## config.mk

```make
export PLATFORM = sky130hd
export DESIGN_NAME = mem_arbiter
export DESIGN_NICKNAME = d
export VERILOG_FILES = /design/src/rtl/arb_pkg.sv /design/src/rtl/arb_pick.sv /design/src/rtl/mem_arbiter.sv
export SDC_FILE = /design/constraint.sdc
export NUM_CORES = 1
export LEC_CHECK = 0
export ABC_AREA = 1
export CORE_AREA = 2 2 121 123
export CTS_BUF_LIST = sky130_fd_sc_hd__clkbuf_8
export CTS_CLUSTER_SIZE = 24
export DETAILED_ROUTE_END_ITERATION = 7
export DIE_AREA = 0 0 123 125
export REMOVE_ABC_BUFFERS = 1
export SLEW_MARGIN = 40
export SYNTH_ARGS = -nofsm -noshare
export SYNTH_HDL_FRONTEND = slang
export SYNTH_HIERARCHICAL = 1
export SYNTH_SLANG_ARGS = --single-unit
```

## constraint.sdc

```tcl
create_clock -name clk -period 1.78 [get_ports clk]
set_input_delay 0.267 -clock clk [delete_from_list [all_inputs] [get_ports clk]]
set_output_delay 0.267 -clock clk [all_outputs]
set_load 0.02 [all_outputs]
```

## src/rtl/arb_pkg.sv

```systemverilog
// Shared types for the memory arbiter: owner encoding, requester bit positions
// in the request vector, and the starvation counter width.
package arb_pkg;

    typedef enum logic [1:0] {
        GNT_NONE = 2'd0,
        GNT_I    = 2'd1,
        GNT_DR   = 2'd2,
        GNT_DW   = 2'd3
    } grant_e;

    localparam int unsigned CNT_W = 4;

    localparam int REQ_I  = 0;
    localparam int REQ_DR = 1;
    localparam int REQ_DW = 2;

    // Request-vector bit owned by the given grant, used to mask the current
    // owner out of the hand-over pick.
    function automatic logic [2:0] grant_mask(grant_e g);
        logic [2:0] m;
        m = 3'b000;
        case (g)
            GNT_I:   m[REQ_I]  = 1'b1;
            GNT_DR:  m[REQ_DR] = 1'b1;
            GNT_DW:  m[REQ_DW] = 1'b1;
            default: m = 3'b000;
        endcase
        return m;
    endfunction

endpackage

```

## src/rtl/arb_pick.sv

```systemverilog
// Combinational priority selector: DW > DR > I, unless force_fetch_i promotes a
// pending fetch. Requesters in excl_i are never chosen.
module arb_pick
    import arb_pkg::*;
(
    input  logic [2:0] req_i,
    input  logic [2:0] excl_i,
    input  logic       force_fetch_i,
    output grant_e     pick_o
);

    logic [2:0] eligible;

    // NOTE: every always_comb output gets a default first so no path leaves it
    // unassigned, which would otherwise infer a latch.
    always_comb begin
        eligible = req_i & ~excl_i;
        pick_o   = GNT_NONE;
        if (force_fetch_i && eligible[REQ_I]) begin
            pick_o = GNT_I;
        end else if (eligible[REQ_DW]) begin
            pick_o = GNT_DW;
        end else if (eligible[REQ_DR]) begin
            pick_o = GNT_DR;
        end else if (eligible[REQ_I]) begin
            pick_o = GNT_I;
        end
    end

endmodule

```

## src/rtl/mem_arbiter.sv

```systemverilog
// Serialises instruction-fetch, data-read and data-write masters onto a single
// req/ack memory port, with a starvation counter guaranteeing fetch progress.
module mem_arbiter
    import arb_pkg::*;
#(
    parameter int ADDR_W       = 32,
    parameter int DATA_W       = 32,
    parameter int STARVE_LIMIT = 4
) (
    input  logic                clk,
    input  logic                reset_n,
    input  logic                i_req,
    input  logic [ADDR_W-1:0]   i_addr,
    output logic                i_ack,
    output logic [DATA_W-1:0]   i_rdata,
    input  logic                dr_req,
    input  logic [ADDR_W-1:0]   dr_addr,
    output logic                dr_ack,
    output logic [DATA_W-1:0]   dr_rdata,
    input  logic                dw_req,
    input  logic [ADDR_W-1:0]   dw_addr,
    input  logic [DATA_W-1:0]   dw_wdata,
    input  logic [DATA_W/8-1:0] dw_wstrb,
    output logic                dw_ack,
    output logic                mem_req,
    output logic                mem_we,
    output logic [ADDR_W-1:0]   mem_addr,
    output logic [DATA_W-1:0]   mem_wdata,
    output logic [DATA_W/8-1:0] mem_wstrb,
    input  logic                mem_ack,
    input  logic [DATA_W-1:0]   mem_rdata,
    output logic [1:0]          grant
);

    grant_e           state_q, state_d;
    grant_e           picked;
    logic [CNT_W-1:0] starve_q, starve_d;
    logic [2:0]       req_vec;
    logic             force_fetch;
    logic             grant_new;

    assign req_vec     = {dw_req, dr_req, i_req};
    assign force_fetch = i_req && (starve_q >= CNT_W'(STARVE_LIMIT));

    // In IDLE nothing is masked; during a grant the owner is masked so a
    // repeat request from it must pass through IDLE first.
    arb_pick u_pick (
        .req_i         (req_vec),
        .excl_i        (grant_mask(state_q)),
        .force_fetch_i (force_fetch),
        .pick_o        (picked)
    );

    always_comb begin
        state_d   = state_q;
        grant_new = 1'b0;
        if (state_q == GNT_NONE) begin
            if (|req_vec) begin
                state_d   = picked;
                grant_new = 1'b1;
            end
        end else if (mem_ack) begin
            state_d   = picked;
            grant_new = (picked != GNT_NONE);
        end

        starve_d = starve_q;
        if (!i_req || (grant_new && state_d == GNT_I)) begin
            starve_d = '0;
        end else if (grant_new && starve_q != '1) begin
            starve_d = starve_q + 1'b1;
        end
    end

    // NOTE: sequential state uses non-blocking assignments so every register
    // samples pre-edge values regardless of statement order.
    always_ff @(posedge clk or negedge reset_n) begin
        if (!reset_n) begin
            state_q  <= GNT_NONE;
            starve_q <= '0;
        end else begin
            state_q  <= state_d;
            starve_q <= starve_d;
        end
    end

    // Acks and read data are purely combinational so the requester sees the
    // memory's own latency.
    always_comb begin
        mem_req   = 1'b0;
        mem_we    = 1'b0;
        mem_addr  = '0;
        mem_wdata = '0;
        mem_wstrb = '0;
        i_ack     = 1'b0;
        dr_ack    = 1'b0;
        dw_ack    = 1'b0;
        unique case (state_q)
            GNT_I: begin
                mem_req  = 1'b1;
                mem_addr = i_addr;
                i_ack    = mem_ack;
            end
            GNT_DR: begin
                mem_req  = 1'b1;
                mem_addr = dr_addr;
                dr_ack   = mem_ack;
            end
            GNT_DW: begin
                mem_req   = 1'b1;
                mem_we    = 1'b1;
                mem_addr  = dw_addr;
                mem_wdata = dw_wdata;
                mem_wstrb = dw_wstrb;
                dw_ack    = mem_ack;
            end
            default: ;
        endcase
    end

    assign i_rdata  = mem_rdata;
    assign dr_rdata = mem_rdata;
    assign grant    = state_q;

endmodule

```

==> run summary, run 1 <==
==================================================================================
Hold_buf cts                                                                     0
Overall global routing resource usage                                        0.189
Number of failing setup endpoints in the final timing report                    14
Standby leakage power                                                      2.24 nW
Detailed Route WL                                                          15.5 mm
Finished layout cell area                                                 4310 µm²
TritonCTS clock tree                                                          done
Commonest non-fill, non-tap cell in the layout                        sky130_fd_sc_hd__clkdlybuf4s50_1
Flops & latches, synth                                                           6
Io pins                                                                        309
Tightest slew margin relative to the limit                                   0.777
Syn Area/Cell                                                             5.12 µm²
HPWL after detailed placement                                              13.6 mm
Power Total                                                                6.26 mW
Final max-slew violation count                                                   0
Total DRC errors in the routed layout                                            0
Cell count after placement                                                     693
Peak ir drop on the vdd network                                           0.415 mV
Critical path fanouts, max                                                       5
Routed len/inst                                                            21.7 µm
Layout Cells excl Fill                                                         713
Initial Util                                                                 0.128
Combined flip-flop and latch cell area                                     153 µm²
Flop-to-flop setup slack                                                   0.01 ns
Maximum clock frequency                                                    538 MHz
Critical path capture point type                                        output pin
Chip width                                                                  123 µm
Result of the run                                                     finished with violations
Clock root buffer                                                     sky130_fd_sc_hd__clkbuf_8
Worst setup slack before clock tree synthesis                            -0.244 ns
Mean number of vias per cell                                                  3.91
Required time at the endpoint of the critical path                         1.51 ns
Reg-to-Reg End                                                         starve_q[2]
Total via count after detailed routing                                        2787
Total overflow reported by the global router                                     0
Nature of the critical path startpoint                                    register
Pin slew with the least headroom to its limit                             0.333 ns
Power per cell area                                                    1450 nW/µm²
WP data arrival                                                            1.59 ns
Number of buffers on the longest clock path                                      2
Met2 track demand over resource                                              0.329
Cell area after synthesis                                                 1820 µm²
Die outline area                                                         15400 µm²
Area occupied by multi-input gates                                        1260 µm²
Least setup slack across all paths after layout                         -0.0778 ns
Hold Fails Final Rpt                                                             0
Most Used Layer, Global Route                                                 met2
Sinks on Clock Net                                                               6
Final estimated routing congestion in global placement                       0.884
Gate count after technology mapping                                            356
Final clock skew                                                        0.00483 ns
Length in cells of the worst reg-to-reg path                                    19
Violated checks                                                       setup timing
Clock-pin slew on the worst setup and hold paths                           0.04 ns
Signed area change from the synthesized netlist to the final layout           137%
Final worst path period share                                                 1.04
Total CTS buffers                                                                3
Filler cell count                                                             1569
Number of standard-cell rows in the floorplan                                   44
Largest net degree at the start of global routing                               38
Wire length of the first global-routing pass                               20.3 mm
Clock latency reported for the late side of the worst-skew pair            0.22 ns
Launching point of the worst reg2reg path                                 grant[1]
Met3 usage                                                                   0.158
Die height                                                                  125 µm
Worst Path Class, Setup                                                 reg -> out
Fraction of final layout cells with drive strength greater than 1            0.342
H-tree lvl count                                                                 1
Final layout net count                                                         702
DRC violation total after the first TritonRoute iteration                       70
Share of synthesized area occupied by flip-flops and latches                0.0824
Number of buffer cells added on primary ports                                  212
Via count of the first global-routing pass                                    2840
Number of iterations in the first detailed-routing pass                          4
Number of library cell types mapped by synthesis                                20
Maxcap violations                                                                0
GR Util met1                                                                 0.172
Final critical-path required period                                        1.86 ns
Number of diodes added for antenna fixing                                        0
Number of warning messages in the yosys log                                      6
Core outline area                                                        14200 µm²
Final hold slack                                                          0.313 ns
RSZ-0062 raised after global routing                                           yes
Total placed instance area                                                3830 µm²
Most frequent cells in the layout                                     138 x sky130_fd_sc_hd__clkdlybuf4s50_1, 86 x sky130_fd_sc_hd__nand2_1, 46 x sky130_fd_sc_hd__inv_1, 43 x sky130_fd_sc_hd__nor2_1, 31 x sky130_fd_sc_hd__buf_6
Initial antenna violation count                                                  0
Number of nets with antenna violations after detailed routing                    0
Classification of the worst-slack hold path                            in -> async
==================================================================================
[registers in the layout (all words and copies together), names as in the netlist]
| register | count |
|---|---|
| grant | 2 |
| starve_q | 4 |
[worst max-delay path, stage by stage (launching register included)]
cell and delay [ns]:
sky130_fd_sc_hd__dfrtp_2 0.44, sky130_fd_sc_hd__buf_6 0.13, sky130_fd_sc_hd__nor2_4 0.16, sky130_fd_sc_hd__buf_12 0.13, sky130_fd_sc_hd__buf_12 0.11, sky130_fd_sc_hd__buf_8 0.12, sky130_fd_sc_hd__nand2_2 0.05, sky130_fd_sc_hd__nand3_2 0.09
sky130_fd_sc_hd__buf_6 0.13
[report_power, final]
| part | internal [mW] | leakage [nW] | switching, mW |
|---|---|---|---|
| clock | 0.145 | 0.0216 | 0.0590 |
| combinational | 2.70 | 2.15 | 3.11 |
| sequential | 0.182 | 0.0762 | 0.0658 |
[cell usage after synthesis, drive strengths merged]
master	number	area, µm²
xor2	2	17.5
buf	77	542
nand3b	1	7.51
ha	1	12.5
nand4	3	18.8
nand3	39	195
a21oi	2	13.8
nand2	122	463
inv	54	203
nor2	45	174
o21bai	1	7.51
nor3	2	10.0
dfrtp	6	150
a21boi	1	7.51
[how the worst max path moves through the flow]
stage,slack [ns],to,depth (start not counted),from
floorplan,-1.08,starve_q[0],14,grant[1]
global placement,-0.25,mem_addr[1],6,grant[0]
detailed placement,-0.24,mem_addr[2],6,grant[0]
CTS,-0.07,mem_addr[2],6,grant[0]
global route,-0.17,starve_q[2],19,grant[1]
finish,-0.08,mem_addr[21],8,grant[1]
[per-stage QoR]
step	util	TNS [ns]
2_1_floorplan	-	-29.82
3_3_place_gp	0.269	-9.08
5_1_grt	0.304	-2.56
6_report	0.304	-0.587
4_1_cts	0.279	-0.164
3_5_place_dp	0.269	-8.82
[cell type report]
class                   count  area share
clock buffers               3     0.00958
inverters                  54      0.0482
multi-input cells         219       0.292
repair buffers            247       0.561
well taps                 184      0.0534
flip-flops and latches      6      0.0354
[kinds of logic after synthesis]
kind of cell               count (synthesis)  synth area share
buffers and inverters                    131             0.409
AOI/OAI and AO/OA                          4            0.0158
adders and majority gates                  1           0.00687
DFF                                        6            0.0824
xor gates and xnor gates                   2           0.00962
and+or+nand+nor                          212             0.477
[metal layers]
layer  share of wire  up-vias
met5          0.0047        -
met4          0.0036        2
met3            0.20        8
met2            0.48      198
met1            0.31     1240
li1                -     1339
[repair_timing]
item	in CTS	in global routing
gates resized for setup	176	189
setup endpoints to repair	72	36
pin swaps	2	20
buffers inserted	9	10
Note: power is estimated with default switching activity, not from simulation.
==> inputs of run 2 (changes only) <==
--- a/config.mk
+++ b/config.mk
@@ -11,6 +11,7 @@
 export CTS_CLUSTER_SIZE = 24
 export DETAILED_ROUTE_END_ITERATION = 7
 export DIE_AREA = 0 0 123 125
+export GPL_TIMING_DRIVEN = 0
 export REMOVE_ABC_BUFFERS = 1
 export SLEW_MARGIN = 40
 export SYNTH_ARGS = -nofsm -noshare
==> constraint.sdc (replaced) <==
create_clock -name clk -period 1.78 [get_ports clk]
set_input_delay 0.356 -clock clk [delete_from_list [all_inputs] [get_ports clk]]
set_output_delay 0.356 -clock clk [all_outputs]
set_load 0.02 [all_outputs]
==> run 2 against run 1 <==
  * The run still ends with setup timing left
  * First-iteration DRC count is 16% higher
  * Sequential share of layout area is 0.097 points lower
  * Count of clock-buffer cells in the layout stayed put
  * Via count is 0.11% higher
  * Register-to-register slack worse by 0.12 ns
  * Worst setup slack worse by 0.088 ns
  * Clock power is 4% higher
  * Hold slack better by 0.052 ns
  * Combinational power is 8.3% higher
  * Global-route usage is 0.86 points higher
  * Critical endpoint is now mem_addr[9]
==> run summary, run 2 (synthesized netlist as in run 1, its figures left out) <==
==================================================================================
Result of the run                                                     finished with violations
Violated checks                                                       setup timing
Nature of the critical path startpoint                                    register
Combined flip-flop and latch cell area                                     153 µm²
DRC violation total after the first TritonRoute iteration                       81
Final critical-path required period                                        1.95 ns
Die height                                                                  125 µm
Chip width                                                                  123 µm
Classification of the worst-slack hold path                            in -> async
Number of failing setup endpoints in the final timing report                    56
Core outline area                                                        14200 µm²
Number of flip-flops under the largest register name                             4
Wire length of the first global-routing pass                               21.1 mm
Maximum clock frequency                                                    514 MHz
Number of nets with antenna violations after detailed routing                    0
Least setup slack across all paths after layout                          -0.166 ns
Sinks on Clock Net                                                               6
Critical path fanouts, max                                                      17
Initial Util                                                                 0.128
Worst setup path endpoint                                              mem_addr[9]
Initial antenna violation count                                                  0
HPWL after detailed placement                                              13.0 mm
Maxcap violations                                                                0
Total via count after detailed routing                                        2790
Finished layout cell area                                                 4430 µm²
Number of standard-cell rows in the floorplan                                   44
Reg-to-Reg End                                                         starve_q[0]
Largest net degree at the start of global routing                               20
Final estimated routing congestion in global placement                       0.844
Commonest non-fill, non-tap cell in the layout                        sky130_fd_sc_hd__clkdlybuf4s50_1
Via count of the first global-routing pass                                    2973
Number of diodes added for antenna fixing                                        0
Final worst path period share                                                 1.09
Io pins                                                                        309
Clock latency reported for the late side of the worst-skew pair            0.23 ns
Filler cell count                                                             1537
Total DRC errors in the routed layout                                            0
Mean number of vias per cell                                                  3.94
Worst Path Class, Setup                                                 reg -> out
Most frequent cells in the layout                                     136 x sky130_fd_sc_hd__clkdlybuf4s50_1, 93 x sky130_fd_sc_hd__nand2_1, 45 x sky130_fd_sc_hd__inv_1, 40 x sky130_fd_sc_hd__buf_6, 38 x sky130_fd_sc_hd__nor2_1
Most repeated library cell on the critical path                       sky130_fd_sc_hd__buf_12
Number of buffers on the longest clock path                                      2
Die outline area                                                         15400 µm²
Final core area utilization                                                  0.312
Power per cell area                                                    1520 nW/µm²
Standby leakage power                                                      2.24 nW
Cell Chain, Critical Path                                             buf_12 -> buf_12 -> nand2_8 -> buf_12 -> inv_16 -> nand2_1 -> nand3_1 -> buf_6
Clock root buffer                                                     sky130_fd_sc_hd__clkbuf_8
Clock-pin slew on the worst setup and hold paths                           0.04 ns
Critical Path Start                                                       grant[1]
Final layout net count                                                         698
Final hold slack                                                          0.365 ns
Critical path capture point type                                        output pin
Hold Fails Final Rpt                                                             0
RSZ-0062 raised after global routing                                           yes
Detailed Route WL                                                          15.9 mm
Pin slew with the least headroom to its limit                             0.284 ns
Hold_buf cts                                                                     0
Flop-to-flop setup slack                                                  -0.11 ns
H-tree lvl count                                                                 1
Crit path largest cell delay                                               0.47 ns
Total overflow reported by the global router                                     0
Peak ir drop on the vdd network                                           0.658 mV
Signed area change from the synthesized netlist to the final layout           143%
Power Total                                                                6.75 mW
Total placed instance area                                                3670 µm²
Crit path max-delay cell type                                         sky130_fd_sc_hd__dfrtp_2
Final max-slew violation count                                                   0
Total CTS buffers                                                                3
Overall global routing resource usage                                        0.197
Launching point of the worst reg2reg path                                 grant[0]
Routed len/inst                                                            22.5 µm
Length in cells of the worst reg-to-reg path                                    16
Fraction of final layout cells with drive strength greater than 1            0.339
Area occupied by multi-input gates                                        1320 µm²
Required time at the endpoint of the critical path                         1.42 ns
Register containing the most flip-flops in the final layout               starve_q
TritonCTS clock tree                                                          done
WP data arrival                                                            1.59 ns
Final clock skew                                                        0.00281 ns
Tightest slew margin relative to the limit                                   0.810
Number of buffer cells added on primary ports                                  212
Number of iterations in the first detailed-routing pass                          4
==================================================================================
run 2: cell types whose count changed in the layout (fill, tap and decap cells not counted), moves of 4 or more:
cell / before / now
sky130_fd_sc_hd__nor2_2: 0 / 5
sky130_fd_sc_hd__buf_2: 2 / 11
sky130_fd_sc_hd__nand2_1: 86 / 93
sky130_fd_sc_hd__nand2_4: 13 / 9
sky130_fd_sc_hd__nor2_1: 43 / 38
sky130_fd_sc_hd__nand3_1: 12 / 8
sky130_fd_sc_hd__nand3_2: 23 / 28
sky130_fd_sc_hd__buf_4: 24 / 16
sky130_fd_sc_hd__buf_6: 31 / 40
sky130_fd_sc_hd__clkbuf_2: 27 / 7
run 2: timing repair:
item | in CTS | in global routing
setup buffers | 16 | 6
endpoints found under the setup margin | 79 | 60
gates cloned | 6 | 1
pin swaps | 4 | 24
gates resized for setup | 328 | 141
run 2: final cells by class:
type,instances,area share
Clock buffer,3,0.00931
Timing Repair Buffer,239,0.553
Multi-Input combinational cell,222,0.297
Tap cell,184,0.0519
Inverter,54,0.0505
Timing Repair inverter,1,0.00452
Sequential cell,6,0.0344
run 2: worst min path at each step:
| stage | startpoint | endpoint | slack, ns | cells past startpoint |
|---|---|---|---|---|
| 4_1_cts | reset_n | starve_q[0] | 0.37 | 1 |
| 6_report | reset_n | starve_q[0] | 0.37 | 1 |
| 5_1_grt | reset_n | starve_q[0] | 0.39 | 1 |
| 2_1_floorplan | reset_n | grant[0] | 0.06 | 0 |
| 3_3_place_gp | starve_q[1] | starve_q[1] | 0.54 | 2 |
| 3_5_place_dp | starve_q[1] | starve_q[1] | 0.56 | 2 |
run 2: critical path: cells and delay by family (launching register included):
| kind | cells | cell delay, ns |
|---|---|---|
| DFF | 1 | 0.47 |
| and+or+nand+nor | 3 | 0.23 |
| buffers and inverters | 5 | 0.63 |
run 2: per-stage QoR:
| step | TNS [ns] | cells | setup slack (ns) |
|---|---|---|---|
| after floorplan | -36.05 | 279 | -1.08 |
| after global placement | -102.85 | 675 | -2.06 |
| after detailed placement | -58.47 | 677 | -1.20 |
| after CTS | -3.15 | 702 | -0.163 |
| after global routing | -7.97 | 709 | -0.233 |
| final | -4.38 | 709 | -0.166 |
run 2: routing by layer:
layer,part of all wire,track usage
met2,0.47,0.339
met3,0.20,0.170
met5,0.0043,0.0526
met4,0.0037,0.0134
met1,0.32,0.181
run 2: power breakdown:
| part | switching [mW] | leakage [nW] | internal [mW] | total [mW] |
|---|---|---|---|---|
| combinational | 3.39 | 2.14 | 2.90 | 6.29 |
| clock | 0.0662 | 0.0216 | 0.146 | 0.212 |
| sequential | 0.0671 | 0.0762 | 0.182 | 0.249 |
==> inputs of run 3 (changes only) <==
--- a/config.mk
+++ b/config.mk
@@ -18,3 +18,4 @@
 export SYNTH_HDL_FRONTEND = slang
 export SYNTH_HIERARCHICAL = 1
 export SYNTH_SLANG_ARGS = --single-unit
+export TNS_END_PERCENT = 30
==> run 3 against run 2 <==
  * The run still ends with setup timing left
  * Sequential share of layout area barely moved
  * Maximum frequency rose by 0.38%
  * Design area fell by 1.1%
  * Critical endpoint unchanged
  * Largest power group unchanged
==> run summary, run 3 (synthesized netlist as in run 1, its figures left out) <==
==================================================================================
Critical path fanouts, max                                                      17
Peak ir drop on the vdd network                                           0.609 mV
TritonCTS clock tree                                                          done
Pin slew with the least headroom to its limit                             0.304 ns
Final estimated routing congestion in global placement                       0.844
Required time at the endpoint of the critical path                         1.42 ns
Crit path largest cell delay                                               0.47 ns
Final critical-path required period                                        1.94 ns
Nature of the critical path startpoint                                    register
Final max-slew violation count                                                   0
Routed len/inst                                                            22.5 µm
Die height                                                                  125 µm
Largest net degree at the start of global routing                               20
Mean number of vias per cell                                                  3.93
Total via count after detailed routing                                        2792
Number of failing setup endpoints in the final timing report                    50
WP data arrival                                                            1.58 ns
Reg-to-Reg End                                                         starve_q[0]
DRC violation total after the first TritonRoute iteration                      119
Number of iterations in the first detailed-routing pass                          4
Initial antenna violation count                                                  0
Final layout net count                                                         699
Via count of the first global-routing pass                                    2951
Tightest slew margin relative to the limit                                   0.797
Result of the run                                                     finished with violations
Io pins                                                                        309
HPWL after detailed placement                                              13.0 mm
Number of nets with antenna violations after detailed routing                    0
Flop-to-flop setup slack                                                  -0.04 ns
Most repeated library cell on the critical path                       sky130_fd_sc_hd__buf_12
H-tree lvl count                                                                 1
Total DRC errors in the routed layout                                            0
Most frequent cells in the layout                                     136 x sky130_fd_sc_hd__clkdlybuf4s50_1, 102 x sky130_fd_sc_hd__nand2_1, 45 x sky130_fd_sc_hd__inv_1, 39 x sky130_fd_sc_hd__nor2_1, 34 x sky130_fd_sc_hd__buf_6
Maximum clock frequency                                                    516 MHz
Sinks on Clock Net                                                               6
Power per cell area                                                    1530 nW/µm²
Clock-pin slew on the worst setup and hold paths                           0.04 ns
Launching point of the worst reg2reg path                                 grant[0]
Hold Fails Final Rpt                                                             0
Combined flip-flop and latch cell area                                     153 µm²
Length in cells of the worst reg-to-reg path                                    16
Total CTS buffers                                                                3
Total overflow reported by the global router                                     0
Clock root buffer                                                     sky130_fd_sc_hd__clkbuf_8
Crit path max-delay cell type                                         sky130_fd_sc_hd__dfrtp_2
Hold_buf cts                                                                     0
Cell Chain, Critical Path                                             buf_12 -> buf_12 -> nand2_8 -> buf_12 -> inv_16 -> nand2_1 -> nand3_1 -> buf_6
Initial Util                                                                 0.128
Cell type group with the largest total delay on the critical path     buffers and inverters
Number of flip-flops under the largest register name                             4
Number of buffers on the longest clock path                                      2
Buffering stage count on the worst path with inverters included                  5
Commonest non-fill, non-tap cell in the layout                        sky130_fd_sc_hd__clkdlybuf4s50_1
Number of buffer cells added on primary ports                                  212
Die outline area                                                         15400 µm²
Clock latency reported for the late side of the worst-skew pair            0.23 ns
Final clock skew                                                        0.00255 ns
Critical Path Start                                                       grant[1]
Least setup slack across all paths after layout                          -0.159 ns
Register containing the most flip-flops in the final layout               starve_q
Signed area change from the synthesized netlist to the final layout           141%
Number of diodes added for antenna fixing                                        0
Fraction of final layout cells with drive strength greater than 1            0.312
Maxcap violations                                                                0
Chip width                                                                  123 µm
Standby leakage power                                                      2.23 nW
Worst setup path endpoint                                              mem_addr[9]
Area occupied by multi-input gates                                        1240 µm²
Overall global routing resource usage                                        0.196
Detailed Route WL                                                          15.9 mm
RSZ-0062 raised after global routing                                           yes
Core outline area                                                        14200 µm²
Power Total                                                                6.70 mW
Finished layout cell area                                                 4380 µm²
Total placed instance area                                                3670 µm²
Worst Path Class, Setup                                                 reg -> out
Number of standard-cell rows in the floorplan                                   44
Violated checks                                                       setup timing
Filler cell count                                                             1537
Wire length of the first global-routing pass                               20.9 mm
Levels on crit path                                                              8
Final worst path period share                                                 1.09
Critical path capture point type                                        output pin
Classification of the worst-slack hold path                            in -> async
==================================================================================
==> run 3: changes by cell type in the layout (fill, tap and decap cells not counted), sizes merged <==
cell / change
buf: +7
clkdlybuf4s15: -2
dlygate4sd2: -2
bufbuf: -1
dlymetal6s2s: +2
clkbuf: -3
==> run 3: through the flow <==
| stage | cells | util | worst slack [ns] | hold slack (ns) | setup TNS (ns) |
|---|---|---|---|---|---|
| after floorplan | 279 | - | -1.08 | 0.0604 | -36.05 |
| after global placement | 675 | 0.256 | -2.06 | 0.543 | -102.85 |
| after detailed placement | 677 | 0.259 | -1.20 | 0.556 | -58.47 |
| after CTS | 697 | 0.282 | -0.151 | 0.374 | -2.43 |
| after global routing | 710 | 0.309 | -0.217 | 0.385 | -7.93 |
| final | 710 | 0.309 | -0.159 | 0.365 | -4.31 |
==> run 3: final cells by class <==
type | instances | area share
inverter | 54 | 0.0511
timing repair buffer | 240 | 0.565
multi-input combinational | 222 | 0.283
timing repair inverter | 1 | 0.00457
clock buffer | 3 | 0.00942
sequential | 6 | 0.0348
tap | 184 | 0.0525
==> run 3: worst min-delay path by stage <==
stage / from / end / slack, ns / cells past startpoint
after floorplan: reset_n / grant[0] / 0.06 / 0
after global placement: starve_q[1] / starve_q[1] / 0.54 / 2
after detailed placement: starve_q[1] / starve_q[1] / 0.56 / 2
after CTS: reset_n / starve_q[0] / 0.37 / 1
after global routing: reset_n / starve_q[0] / 0.39 / 1
final: reset_n / starve_q[0] / 0.37 / 1
==> run 3: worst reg2reg max path, stage by stage (launching register included) <==
cell and delay [ns]:
sky130_fd_sc_hd__dfrtp_2 0.43, sky130_fd_sc_hd__buf_4 0.15, sky130_fd_sc_hd__nor2_4 0.09, sky130_fd_sc_hd__buf_12 0.12, sky130_fd_sc_hd__buf_12 0.10, sky130_fd_sc_hd__inv_4 0.03, sky130_fd_sc_hd__nand2_1 0.04, sky130_fd_sc_hd__nand2_1 0.05
sky130_fd_sc_hd__nand2_1 0.07, sky130_fd_sc_hd__inv_2 0.04, sky130_fd_sc_hd__inv_2 0.05, sky130_fd_sc_hd__nand2_2 0.05, sky130_fd_sc_hd__nand3_2 0.09, sky130_fd_sc_hd__nand2_2 0.09, sky130_fd_sc_hd__nand2_4 0.09, sky130_fd_sc_hd__xor2_1 0.14
sky130_fd_sc_hd__nor2_1 0.06
==> run 3: power by group <==
part / internal (mW) / switching, mW
logic: 2.90 / 3.35
clock network: 0.146 / 0.0660
registers: 0.182 / 0.0657
total: 3.22 / 3.48
==> run 3: layer usage <==
metal,share of wire,GRT usage
met1,0.33,0.179
met2,0.47,0.336
met3,0.20,0.170
met4,0.0040,0.0134
met5,0.0045,0.0526
==> run 3: timing repair <==
item / in CTS / in global routing
setup endpoints to repair: 79 / 61
buffers inserted: 11 / 11
gates cloned: 6 / 2
resized for setup: 332 / 126
pin swaps: 4 / 16
endpoints found under the hold margin: 0 / 0
